===== src/rtl/vec_alu_sequencer.sv =====
// Vector issue stage: walks LANES elements through one external ALU.
// Optional VEC_LANE_MASK_EN adds a per-lane enable mask latched at accept.
module vec_alu_sequencer #(
    parameter int N     = 8,
    parameter int LANES = 4
) (
    input  logic                 clk,
    input  logic                 rst,
    input  logic                 in_valid,
    output logic                 in_ready,
    input  logic [3:0]           in_op,
    input  logic [N*LANES-1:0]   in_va,
    input  logic [N*LANES-1:0]   in_vb,
    input  logic [N-1:0]         in_scalar,
`ifdef VEC_LANE_MASK_EN
    input  logic [LANES-1:0]     in_mask,
`endif
    output logic [N-1:0]         alu_a,
    output logic [N-1:0]         alu_b,
    output logic [3:0]           alu_ctrl,
    input  logic [N-1:0]         alu_y,
    input  logic [3:0]           alu_flags,
    output logic                 out_valid,
    input  logic                 out_ready,
    output logic [N*LANES-1:0]   out_vec,
    output logic [LANES-1:0]     out_zero_mask,
    output logic                 out_carry_any,
    output logic                 out_ovf_any,
    output logic                 out_err
);

    localparam int IW = (LANES > 1) ? $clog2(LANES) : 1;

    typedef enum logic [1:0] {IDLE, RUN, DONE} state_t;
    typedef enum logic [1:0] {P_VV, P_VS, P_SH} pair_t;

    state_t             state;
    state_t             state_d;
    logic [IW-1:0]      idx;
    logic [3:0]         ctrl_q;
    pair_t              pair_q;
    logic [N*LANES-1:0] va_q;
    logic [N*LANES-1:0] vb_q;
    logic [N-1:0]       sc_q;
    logic [N*LANES-1:0] vec_q;
    logic [LANES-1:0]   zm_q;
    logic               c_q;
    logic               v_q;
    logic               err_q;

    logic [3:0]         dec_ctrl;
    pair_t              dec_pair;
    logic               dec_err;
    logic [N-1:0]       lane_a;
    logic [N-1:0]       lane_b;
    logic               idx_last;
    logic               lane_en;
    logic               arith;
    logic               flags_unused;

    // Negative flag has no aggregate output
    assign flags_unused = alu_flags[3];

`ifdef VEC_LANE_MASK_EN
    logic [LANES-1:0]   mask_q;
    assign lane_en = mask_q[idx];
`else
    assign lane_en = 1'b1;
`endif

    assign lane_a   = va_q[int'(idx)*N +: N];
    assign lane_b   = vb_q[int'(idx)*N +: N];
    assign idx_last = (idx == IW'(LANES-1));
    assign arith    = (ctrl_q == 4'd0) || (ctrl_q == 4'd1);

    always_comb begin
        dec_ctrl = 4'd0;
        dec_pair = P_VV;
        dec_err  = 1'b0;
        case (in_op)
            4'b0000: begin dec_ctrl = 4'd2;  dec_pair = P_VS; end
            4'b0001: begin dec_ctrl = 4'd2;  dec_pair = P_VV; end
            4'b0010: begin dec_ctrl = 4'd3;  dec_pair = P_VS; end
            4'b0011: begin dec_ctrl = 4'd3;  dec_pair = P_VV; end
            4'b0100: begin dec_ctrl = 4'd5;  dec_pair = P_VS; end
            4'b0101: begin dec_ctrl = 4'd5;  dec_pair = P_VV; end
            4'b0110: begin dec_ctrl = 4'd7;  dec_pair = P_SH; end
            4'b0111: begin dec_ctrl = 4'd6;  dec_pair = P_SH; end
            4'b1000: begin dec_ctrl = 4'd10; dec_pair = P_SH; end
            4'b1001: begin dec_ctrl = 4'd9;  dec_pair = P_SH; end
            4'b1010: begin dec_ctrl = 4'd0;  dec_pair = P_VV; end
            4'b1011: begin dec_ctrl = 4'd0;  dec_pair = P_VS; end
            4'b1100: begin dec_ctrl = 4'd1;  dec_pair = P_VV; end
            4'b1101: begin dec_ctrl = 4'd1;  dec_pair = P_VS; end
            default: dec_err = 1'b1;
        endcase
    end

    // ALU is only driven while lanes are being walked
    always_comb begin
        alu_a    = '0;
        alu_b    = '0;
        alu_ctrl = '0;
        if (state == RUN) begin
            alu_ctrl = ctrl_q;
            case (pair_q)
                P_VS: begin alu_a = lane_a; alu_b = sc_q; end
                P_SH: begin alu_a = sc_q;   alu_b = lane_a; end
                default: begin alu_a = lane_a; alu_b = lane_b; end
            endcase
        end
    end

    always_comb begin
        state_d = state;
        case (state)
            IDLE: if (in_valid) state_d = dec_err ? DONE : RUN;
            RUN:  if (idx_last) state_d = DONE;
            DONE: if (out_ready) state_d = IDLE;
            default: state_d = IDLE;
        endcase
    end

    always_ff @(posedge clk or posedge rst) begin
        if (rst) begin
            state  <= IDLE;
            idx    <= '0;
            ctrl_q <= '0;
            pair_q <= P_VV;
            va_q   <= '0;
            vb_q   <= '0;
            sc_q   <= '0;
            vec_q  <= '0;
            zm_q   <= '0;
            c_q    <= 1'b0;
            v_q    <= 1'b0;
            err_q  <= 1'b0;
`ifdef VEC_LANE_MASK_EN
            mask_q <= '0;
`endif
        end else begin
            state <= state_d;
            case (state)
                IDLE: begin
                    if (in_valid) begin
                        ctrl_q <= dec_ctrl;
                        pair_q <= dec_pair;
                        va_q   <= in_va;
                        vb_q   <= in_vb;
                        sc_q   <= in_scalar;
                        vec_q  <= '0;
                        zm_q   <= '0;
                        c_q    <= 1'b0;
                        v_q    <= 1'b0;
                        err_q  <= dec_err;
                        idx    <= '0;
`ifdef VEC_LANE_MASK_EN
                        mask_q <= in_mask;
`endif
                    end
                end
                RUN: begin
                    if (lane_en) begin
                        vec_q[int'(idx)*N +: N] <= alu_y;
                        zm_q[idx] <= alu_flags[2];
                        if (arith) begin
                            c_q <= c_q | alu_flags[1];
                            v_q <= v_q | alu_flags[0];
                        end
                    end else begin
                        vec_q[int'(idx)*N +: N] <= lane_a;
                        zm_q[idx] <= 1'b0;
                    end
                    idx <= idx_last ? '0 : idx + 1'b1;
                end
                DONE: begin
                    if (out_ready) err_q <= 1'b0;
                end
                default: ;
            endcase
        end
    end

    assign in_ready      = (state == IDLE);
    assign out_valid     = (state == DONE);
    assign out_vec       = vec_q;
    assign out_zero_mask = zm_q;
    assign out_carry_any = c_q;
    assign out_ovf_any   = v_q;
    assign out_err       = err_q;

endmodule


===== config.mk =====
export PLATFORM = sky130hd
export DESIGN_NAME = vec_alu_sequencer
export DESIGN_NICKNAME = d
export VERILOG_FILES = /design/src/rtl/vec_alu_sequencer.sv
export SDC_FILE = /design/constraint.sdc
export NUM_CORES = 1
export LEC_CHECK = 0
export CORE_ASPECT_RATIO = 1.25
export CORE_UTILIZATION = 52
export DETAILED_ROUTE_END_ITERATION = 6
export GPL_ROUTABILITY_DRIVEN = 0
export GPL_TIMING_DRIVEN = 0
export PLACE_DENSITY = 0.93
export SLEW_MARGIN = 20
export SYNTH_ARGS = -nofsm -noshare
export SYNTH_HDL_FRONTEND = slang
export SYNTH_SLANG_ARGS = --single-unit

===== constraint.sdc =====
create_clock -name clk -period 7.2 [get_ports clk]
set_input_delay 1.44 -clock clk [delete_from_list [all_inputs] [get_ports clk]]
set_output_delay 1.44 -clock clk [all_outputs]
set_load 0.02 [all_outputs]

-- After elaboration in Yosys (flattened, before gate mapping)
Index checks and enable logic that the tools add are counted.
- add/subtract/negate cells: 2
- $lt $le $gt $ge: 2
- eq/ne operators: 23
- shifts and indexed selects: 4
- mux-type cells: 32
- bitwise logic cells: 2
- reduce and logical (&&, ||, !) cells: 19
- operator list (operator ; number):
    one-hot mux 32 bit (2 select lines) ; 1
    indexed part select 32 x 6 -> 8 bit ; 2
    negator 5 -> 33 bit ; 1
    variable shift 8 x 33 -> 32 bit, first input constant ; 1
    indexed part select 8 x 33 -> 32 bit ; 1
    bitwise mux 32 bit ; 1
    two-way mux 32 bit ; 1
    one-hot mux 4 bit (8 select lines) ; 1
    == test 4 bit, second input constant ; 6
    two-way mux 8 bit ; 3
    == test 4 x 3 -> 1 bit, second input constant ; 4
    one-hot mux 8 bit (2 select lines) ; 1
    OR reduction 14 bit ; 1
    two-way mux 2 bit ; 6
    AND reduction 3 bit ; 3
    == test 4 x 1 -> 1 bit, second input constant ; 2
    == test 4 x 2 -> 1 bit, second input constant ; 2
    logical NOT 4 bit ; 2
    two-way mux 4 bit ; 2
    one-hot mux 2 bit (2 select lines) ; 2
    one-hot mux 4 bit (2 select lines) ; 1
    OR reduction 2 bit ; 4
    two-way mux 1 bit ; 7
    == test 2 bit, second input constant ; 3
    18 further kinds ; 26
- register bits after elaboration: 121
- input port bits: 92
- word-level logic and storage cells: 96

-- Longest topological paths before layout
Gate-level depths: netlist of the first run.
- depth in word-level cells: 6
- mapped depth: 8

-- Worst setup path before layout of the first run
Ideal clock, no wire load.
- kind: register -> output
- start point: register pair_q[0]
- end point: output port alu_b[6]
- data arrival time: 1540 ps
- required time: 5760 ps
- path slack: 4220 ps
- cell stages (with the launch flop): 8
- buffers on the path: 2
- path through: dfrtp_1 inv_1 ha_1 buf_2 and2_1 buf_1 a22oi_1 and3_1
- cells in the longest elaborated chain, start to end: 3
- elaborated cells between the ends (all ways): 4
- ends and longest elaborated chain (element ; line ; source):
    from (decl) ; 41 ; pair_t pair_q;
    from (signal assigned) ; 147 ; pair_q <= dec_pair;
    == test 2 bit / == test 2 x 1 -> 1 bit (equally long branches) ; 106 ; case (pair_q)
    one-hot mux 8 bit (2 select lines) * ; 106 ;
    two-way mux 8 bit * ; 104 ; if (state == RUN) begin
    to (decl) ; 19 ; output logic [N-1:0] alu_b,
Every way passes the cells marked *; elsewhere a longest branch is shown, timed or not.

-- Worst setup path after layout of the first run
- start point: register pair_q[0]
- end point: output port alu_b[4]
The elaborated chain is that of the path after synthesis.

==> flow_summary_export.csv, run 1 <==
group,metric,value,unit
synth,synth_top_area_share,53.42,%
grt,grt_pass1_wl,26.90,mm
run_status,status,"finished clean",
grt,grt_pass1_vias,5372,
clock_tree,cts_root_buf,"clkbuf_16",
sta,drv_slew,0,
grt,grt_max_degree,71,
cells_and_area,area_growth,39.76,%
synth,synth_area_per_cell,9.526,µm²
die,ioPinCount,153,
grt,use_met2,52.72,%
sta,hold_viol,0,
clock_tree,cts.repair.resized,0,
cells_and_area,drive_above_1_share,8.752,%
drt,vias_per_cell,5.769,
synth,yosys.area.top_type,"dfrtp_1",
sta,tightest_slew,0.6604,ns
grt,antenna_found_initial,0,
pwr,ir_drop,0.2923,mV
clock_tree,cts_hold_buf,0,
min_path,whs_path_depth,1,
sta,min_period,4.472,ns
clock_tree,clock_path_buffers,2,
critical_path,end_kind,"output port",
synth,ys.flop_type,"dfrtp_1",
die,placementRows,42,
pwr,leakagePower,3.847,nW
grt,grtUsageTotal,31.53,%
sta,relSlewSlack,55.78,%
pwr,power.density,447.9,mW/mm²
clock_tree,path_clk_slew,0.05,ns
drt,firstDrtPassIters,7,
sta,max_freq,223.6,MHz
drt,wl_per_cell,18.40,µm
sta,skew,0.007132,ns
place,dp_hpwl,11.69,mm
synth,yosysMostFrequentCell,"nand2_1",
place,placed_cell_area,0.007367,mm²
clock_tree,postCtsSetupBuffers,0,
synth,synthTopCellsByArea,"dfrtp_1, nand2_1, mux2i_1, a22o_1, and3_1",
critical_path,critPathLaunchType,"register",
sta,setup_tns,0,ns
sta,setup_violations,0,
die,initial_core_util,53.39,%
die,die_y,118.7,µm
synth,synthesis.nets,694,
synth,synth_edf_count,0,
drt,antenna_left,0,
run,maxCapViolations,0,
die,core_area,0.01062,mm²
drt,route.final.wire_length,16.73,mm
place,io_buffers,150,
clock_tree,cts_max_level,4,
drt,num_vias,5244,
clock_tree,cts.sinks,121,
grt,globalRouteMet3Util,6.242,%
clock_tree,cts_made_buffers,17,
synth,yosysWarnings,0,
critical_path,crit_arrival,3.03,ns
critical_path,r2r_cells,6,
die,die_w,95.38,µm
cells_and_area,diodes,0,
grt,grt_overflow,0,
clock_tree,cts_tree,"yes",
synth,syn_area,0.005668,mm²
clock_tree,clock_latency,0.41,ns
sta,rsz0062_at_grt,"false",
critical_path,worstPathRequired,5.76,ns
synth,synthTopCellsByCount,"nand2_1, dfrtp_1, a22o_1, mux2i_1, buf_2",
grt,grtUsageMet1,37.55,%
drt,drt-initial-drc-count,391,
synth,synth_cell_types,42,
sta,finalCritPeriodShare,62.12,%
synth,synth_cells,595,
cells_and_area,post-route-cell-area,0.007921,mm²
synth,async_reset_ff_share,100.0,%
synth,yosysSeqAreaShare,53.42,%
critical_path,crit_fanout,10,
min_path,hp-class,"reg2reg",
drt,drc_errors,0,
synth,ys_ff_latch,121,
die,dieArea,0.01132,mm²
critical_path,worstSetupPathType,"reg2out",
grt,grt-busiest-layer,"met2",
cells_and_area,num-nets-final,864,
[worst max-delay path, cell delays in order, from the launching register on]
cell and delay, ns:
dfrtp_1 0.39, inv_1 0.08, ha_1 0.17, clkbuf_1 0.32, nand2_1 0.30, o221ai_1 0.49
and3_1 0.26, clkdlybuf4s50_1 0.61
[where the power goes]
part | internal [mW] | total (mW) | switching (mW)
sequential | 0.945 | 1.12 | 0.177
clock | 0.512 | 0.801 | 0.288
combinational | 0.660 | 1.63 | 0.965
[stage by stage]
step	power, mW	utilization (%)	setup WS (ns)	hold slack, ns	cells
after CTS	3.510	74.62	2.924	0.4737	909
after global routing	3.721	74.62	2.659	0.4890	909
final	3.548	74.62	2.728	0.4727	909
after floorplan	2.077	-	2.546	0.4414	595
after global placement	2.583	69.09	1.155	0.4572	877
after detailed placement	2.667	69.40	3.400	0.4613	878
[per-layer routing]
layer / vias to the layer above / wire length, µm
met5: - / 0
met4: 0 / 692
met3: 59 / 1292
met2: 318 / 8554
met1: 2510 / 6191
li1: 2357 / -
[layout make-up]
cell class | count | area (µm²)
sequential | 121 | 3028
buffer | 39 | 190.2
tap | 132 | 165.2
clock inverter | 9 | 100.1
multi-input combinational | 427 | 2420
clock buffer | 22 | 454.2
fill | 678 | 2694
inverter | 8 | 35.03
timing repair buffer | 151 | 1529
[registers in the layout, summed over array words and instances, names as in the netlist]
signal and cells:
out_zero_mask 4, out_ovf_any 1, out_carry_any 1, ctrl_q 4, out_err 1, sc_q 8
state 2, vb_q 32, va_q 32, out_vec 32, pair_q 2, idx 2
[final timing paths]
kind / endpoint / slack (ns) / start
worst max-delay path: alu_b[4] / 2.73 / pair_q[0]
worst min-delay path: ctrl_q[0] / 0.47 / ctrl_q[0]
worst max register to register: out_vec[2] / 4.64 / idx[1]
worst min register to register: ctrl_q[0] / 0.47 / ctrl_q[0]
max in group asynchronous: vb_q[9] / 5.06 / rst
min in group asynchronous: out_vec[5] / 1.45 / rst
[cell usage in the layout, fill, tap and decap left out, types with 4 or more instances in the layout]
cell	netlist	final
clkinv_2	0	5
nor2b_1	4	4
clkdlybuf4s50_1	0	150
and3_1	16	16
buf_2	17	17
nand2b_1	6	6
a22o_1	32	32
mux2i_1	32	32
o221ai_1	8	8
ha_1	7	7
nor2_1	7	7
and2_1	5	5
clkbuf_1	13	17
a31o_2	8	8
dfrtp_1	121	121
o21ai_0	7	7
a22oi_1	8	8
a21oi_1	9	9
nand2_1	243	243
a21o_1	6	6
buf_4	6	6
clkbuf_16	0	17
a32o_1	4	4
inv_1	7	6
[kinds of logic (layout without fill, tap and decap cells)]
family                     Yosys count  in the layout  share of synthesized area [%]
adders and majority gates            7              7                          1.545
muxes                               32             32                          5.651
AOI/OAI and AO/OA                   95             95                          13.13
buffers and inverters               47            229                          3.885
and+or+nand+nor                    293            293                          22.36
DFF                                121            121                          53.42
No activity file was read; power rests on OpenSTA's default activity.
==> inputs of run 2 (changes only) <==
--- a/config.mk
+++ b/config.mk
@@ -6,11 +6,11 @@
 export NUM_CORES = 1
 export LEC_CHECK = 0
 export CORE_ASPECT_RATIO = 1.25
-export CORE_UTILIZATION = 52
+export CORE_UTILIZATION = 49
 export DETAILED_ROUTE_END_ITERATION = 6
 export GPL_ROUTABILITY_DRIVEN = 0
 export GPL_TIMING_DRIVEN = 0
-export PLACE_DENSITY = 0.93
+export PLACE_DENSITY = 0.89
 export SLEW_MARGIN = 20
 export SYNTH_ARGS = -nofsm -noshare
 export SYNTH_HDL_FRONTEND = slang
==> constraint.sdc (replaced) <==
create_clock -name clk -period 4.5 [get_ports clk]
set_input_delay 0.9 -clock clk [delete_from_list [all_inputs] [get_ports clk]]
set_output_delay 0.9 -clock clk [all_outputs]
set_load 0.02 [all_outputs]
==> run 2 against run 1 <==
Against the previous run:
- the flow now finishes with violations (design-rule violations)
- hold slack lost 0.0022 ns
- via count down 1.1%
- utilization fell by 2.8 points
- clock skew increased by 0.0015 ns
- combinational power up 58%
- largest cell class unchanged
- highest routed layer unchanged
==> flow_summary_export.csv, run 2 (synthesis results as in run 1) <==
group,metric,value,unit
run_status,status,"complete, but fails checks",
run_status,violations,"design-rule violations",
run,maxCapViolations,0,
die,die_y,122.2,µm
sta,max_freq,256.6,MHz
critical_path,critPathBufInv,3,
die,core_area,0.01119,mm²
sta,min_period,3.897,ns
min_path,whs_endpoint,"va_q[7]",
sta,hold_viol,0,
clock_tree,cts.sinks,121,
sta,setup_violations,0,
drt,num_vias,5184,
clock_tree,clock_path_buffers,2,
place,dp.cells,881,
place,io_buffers,150,
critical_path,r2r_cells,6,
critical_path,critPathSlowestCell,"clkdlybuf4s50_1",
sta,worst_slack,0.6030,ns
min_path,hp-class,"reg2reg",
pwr,leakagePower,3.897,nW
place,post-place-ws,1.246,ns
clock_tree,cts_root_buf,"clkbuf_16",
drt,route.final.wire_length,16.31,mm
min_path,min-delay-start,"va_q[7]",
cells_and_area,num-nets-final,864,
critical_path,path_delay_family,"buffers and inverters",
grt,grt_pass1_wl,26.08,mm
sta,skew,0.008641,ns
sta,drv_slew,0,
critical_path,critPathLaunchType,"register",
grt,antenna_found_initial,0,
critical_path,worstPathRequired,3.60,ns
critical_path,reg2reg_slack,1.93,ns
clock_tree,postCtsSetupBuffers,0,
die,dieArea,0.01200,mm²
drt,antenna_left,0,
drt,drt-initial-drc-count,455,
cells_and_area,final_cell_mix,"nand2_1, clkdlybuf4s50_1, dfrtp_1",
sta,tightest_slew,0.6258,ns
clock_tree,cts_hold_buf,0,
drt,vias_per_cell,5.678,
grt,grt_pass1_vias,5340,
critical_path,end_kind,"output port",
min_path,whs_path_depth,2,
die,die_w,98.20,µm
grt,grt_max_degree,70,
critical_path,crit_arrival,3.00,ns
cells_and_area,area_growth,41.74,%
cells_and_area,stdcell_count,913,
sta,rsz0062_at_grt,"false",
clock_tree,cts_max_level,4,
clock_tree,cts_tree,"yes",
drt,firstDrtPassIters,7,
die,initial_core_util,50.65,%
die,placementRows,43,
clock_tree,cts.repair.resized,0,
cells_and_area,final_common_cell,"nand2_1",
clock_tree,cts_made_buffers,17,
critical_path,crit_chain,"inv_1 -> ha_1 -> clkbuf_1 -> nand2_1 -> o221ai_1 -> and3_1 -> clkdlybuf4s50_1",
drt,drc_errors,11,
grt,grt_overflow,0,
critical_path,r2r_end,"out_vec[20]",
sta,relSlewSlack,58.10,%
pwr,finalPower,5.879,mW
clock_tree,clock_latency,0.41,ns
pwr,ir_drop,0.4662,mV
die,ioPinCount,153,
pwr,power.density,731.7,mW/mm²
critical_path,crit_fanout,10,
critical_path,worstSetupPathType,"reg2out",
cells_and_area,diodes,0,
place,dp_hpwl,11.57,mm
sta,finalCritPeriodShare,86.60,%
critical_path,worstReg2RegStart,"idx[1]",
critical_path,max_stage_delay,0.62,ns
cells_and_area,drive_above_1_share,9.254,%
drt,wl_per_cell,17.87,µm
clock_tree,path_clk_slew,0.06,ns
grt,grtUsageTotal,28.54,%
-- run 2: worst max-delay path by stage --
stage                     startpoint        end  slack (ns)  cells after the start
after floorplan                  rst  ctrl_q[0]        0.39                      1
after global placement           rst   va_q[26]       -1.02                      2
after detailed placement   pair_q[0]   alu_b[3]        1.25                      7
after CTS                  pair_q[0]   alu_b[3]        0.73                      7
after global routing       pair_q[0]   alu_b[5]        0.51                      7
final                      pair_q[0]   alu_b[3]        0.60                      7
-- run 2: where the power goes --
group	switching [mW]	internal, mW	total, mW
clock network	0.490	1.03	1.52
logic	1.52	1.06	2.58
registers	0.272	1.51	1.78
total	2.28	3.59	5.88
-- run 2: layout make-up --
class,instances,area (µm²)
inverter,8,35.03
multi-input combinational,427,2420
timing repair buffer,151,1529
fill,755,3157
clock inverter,11,192.7
tap,135,168.9
clock buffer,21,470.5
sequential,121,3028
buffer,39,190.2
-- run 2: worst min-delay path, delay by kind of cell, from the launching register on --
family	cells	cell delay, ns
flip-flops	1	0.33
AND/OR/NAND/NOR	2	0.10
-- run 2: per-layer routing --
| metal | wire (µm) | share of wire (%) | vias up | global-route usage, % |
|---|---|---|---|---|
| met2 | 8342 | 51 | 307 | 49.91 |
| li1 | - | - | 2357 | - |
| met5 | 0 | 0 | - | 0 |
| met1 | 6049 | 37 | 2468 | 32.81 |
| met3 | 1264 | 7.7 | 52 | 6.492 |
| met4 | 657 | 4.0 | 0 | 15.11 |
-- run 2: stage by stage --
| stage | hold WS (ns) | TNS (ns) | util [%] | area (µm²) |
|---|---|---|---|---|
| global route | 0.4863 | 0 | 71.79 | 8034 |
| detailed placement | 0.4614 | 0 | 65.87 | 7371 |
| finish | 0.4705 | 0 | 71.79 | 8034 |
| CTS | 0.4752 | 0 | 71.79 | 8034 |
| global placement | 0.4566 | -122.71 | 65.57 | 7338 |
| floorplan | 0.4414 | 0 | - | 5668 |
==> inputs of run 3 (changes only) <==
--- a/config.mk
+++ b/config.mk
@@ -5,6 +5,7 @@
 export SDC_FILE = /design/constraint.sdc
 export NUM_CORES = 1
 export LEC_CHECK = 0
+export ABC_AREA = 0
 export CORE_ASPECT_RATIO = 1.25
 export CORE_UTILIZATION = 49
 export DETAILED_ROUTE_END_ITERATION = 6
==> results of run 3 <==
No change in the layout: final DEF, timing and power equal those of run 2.
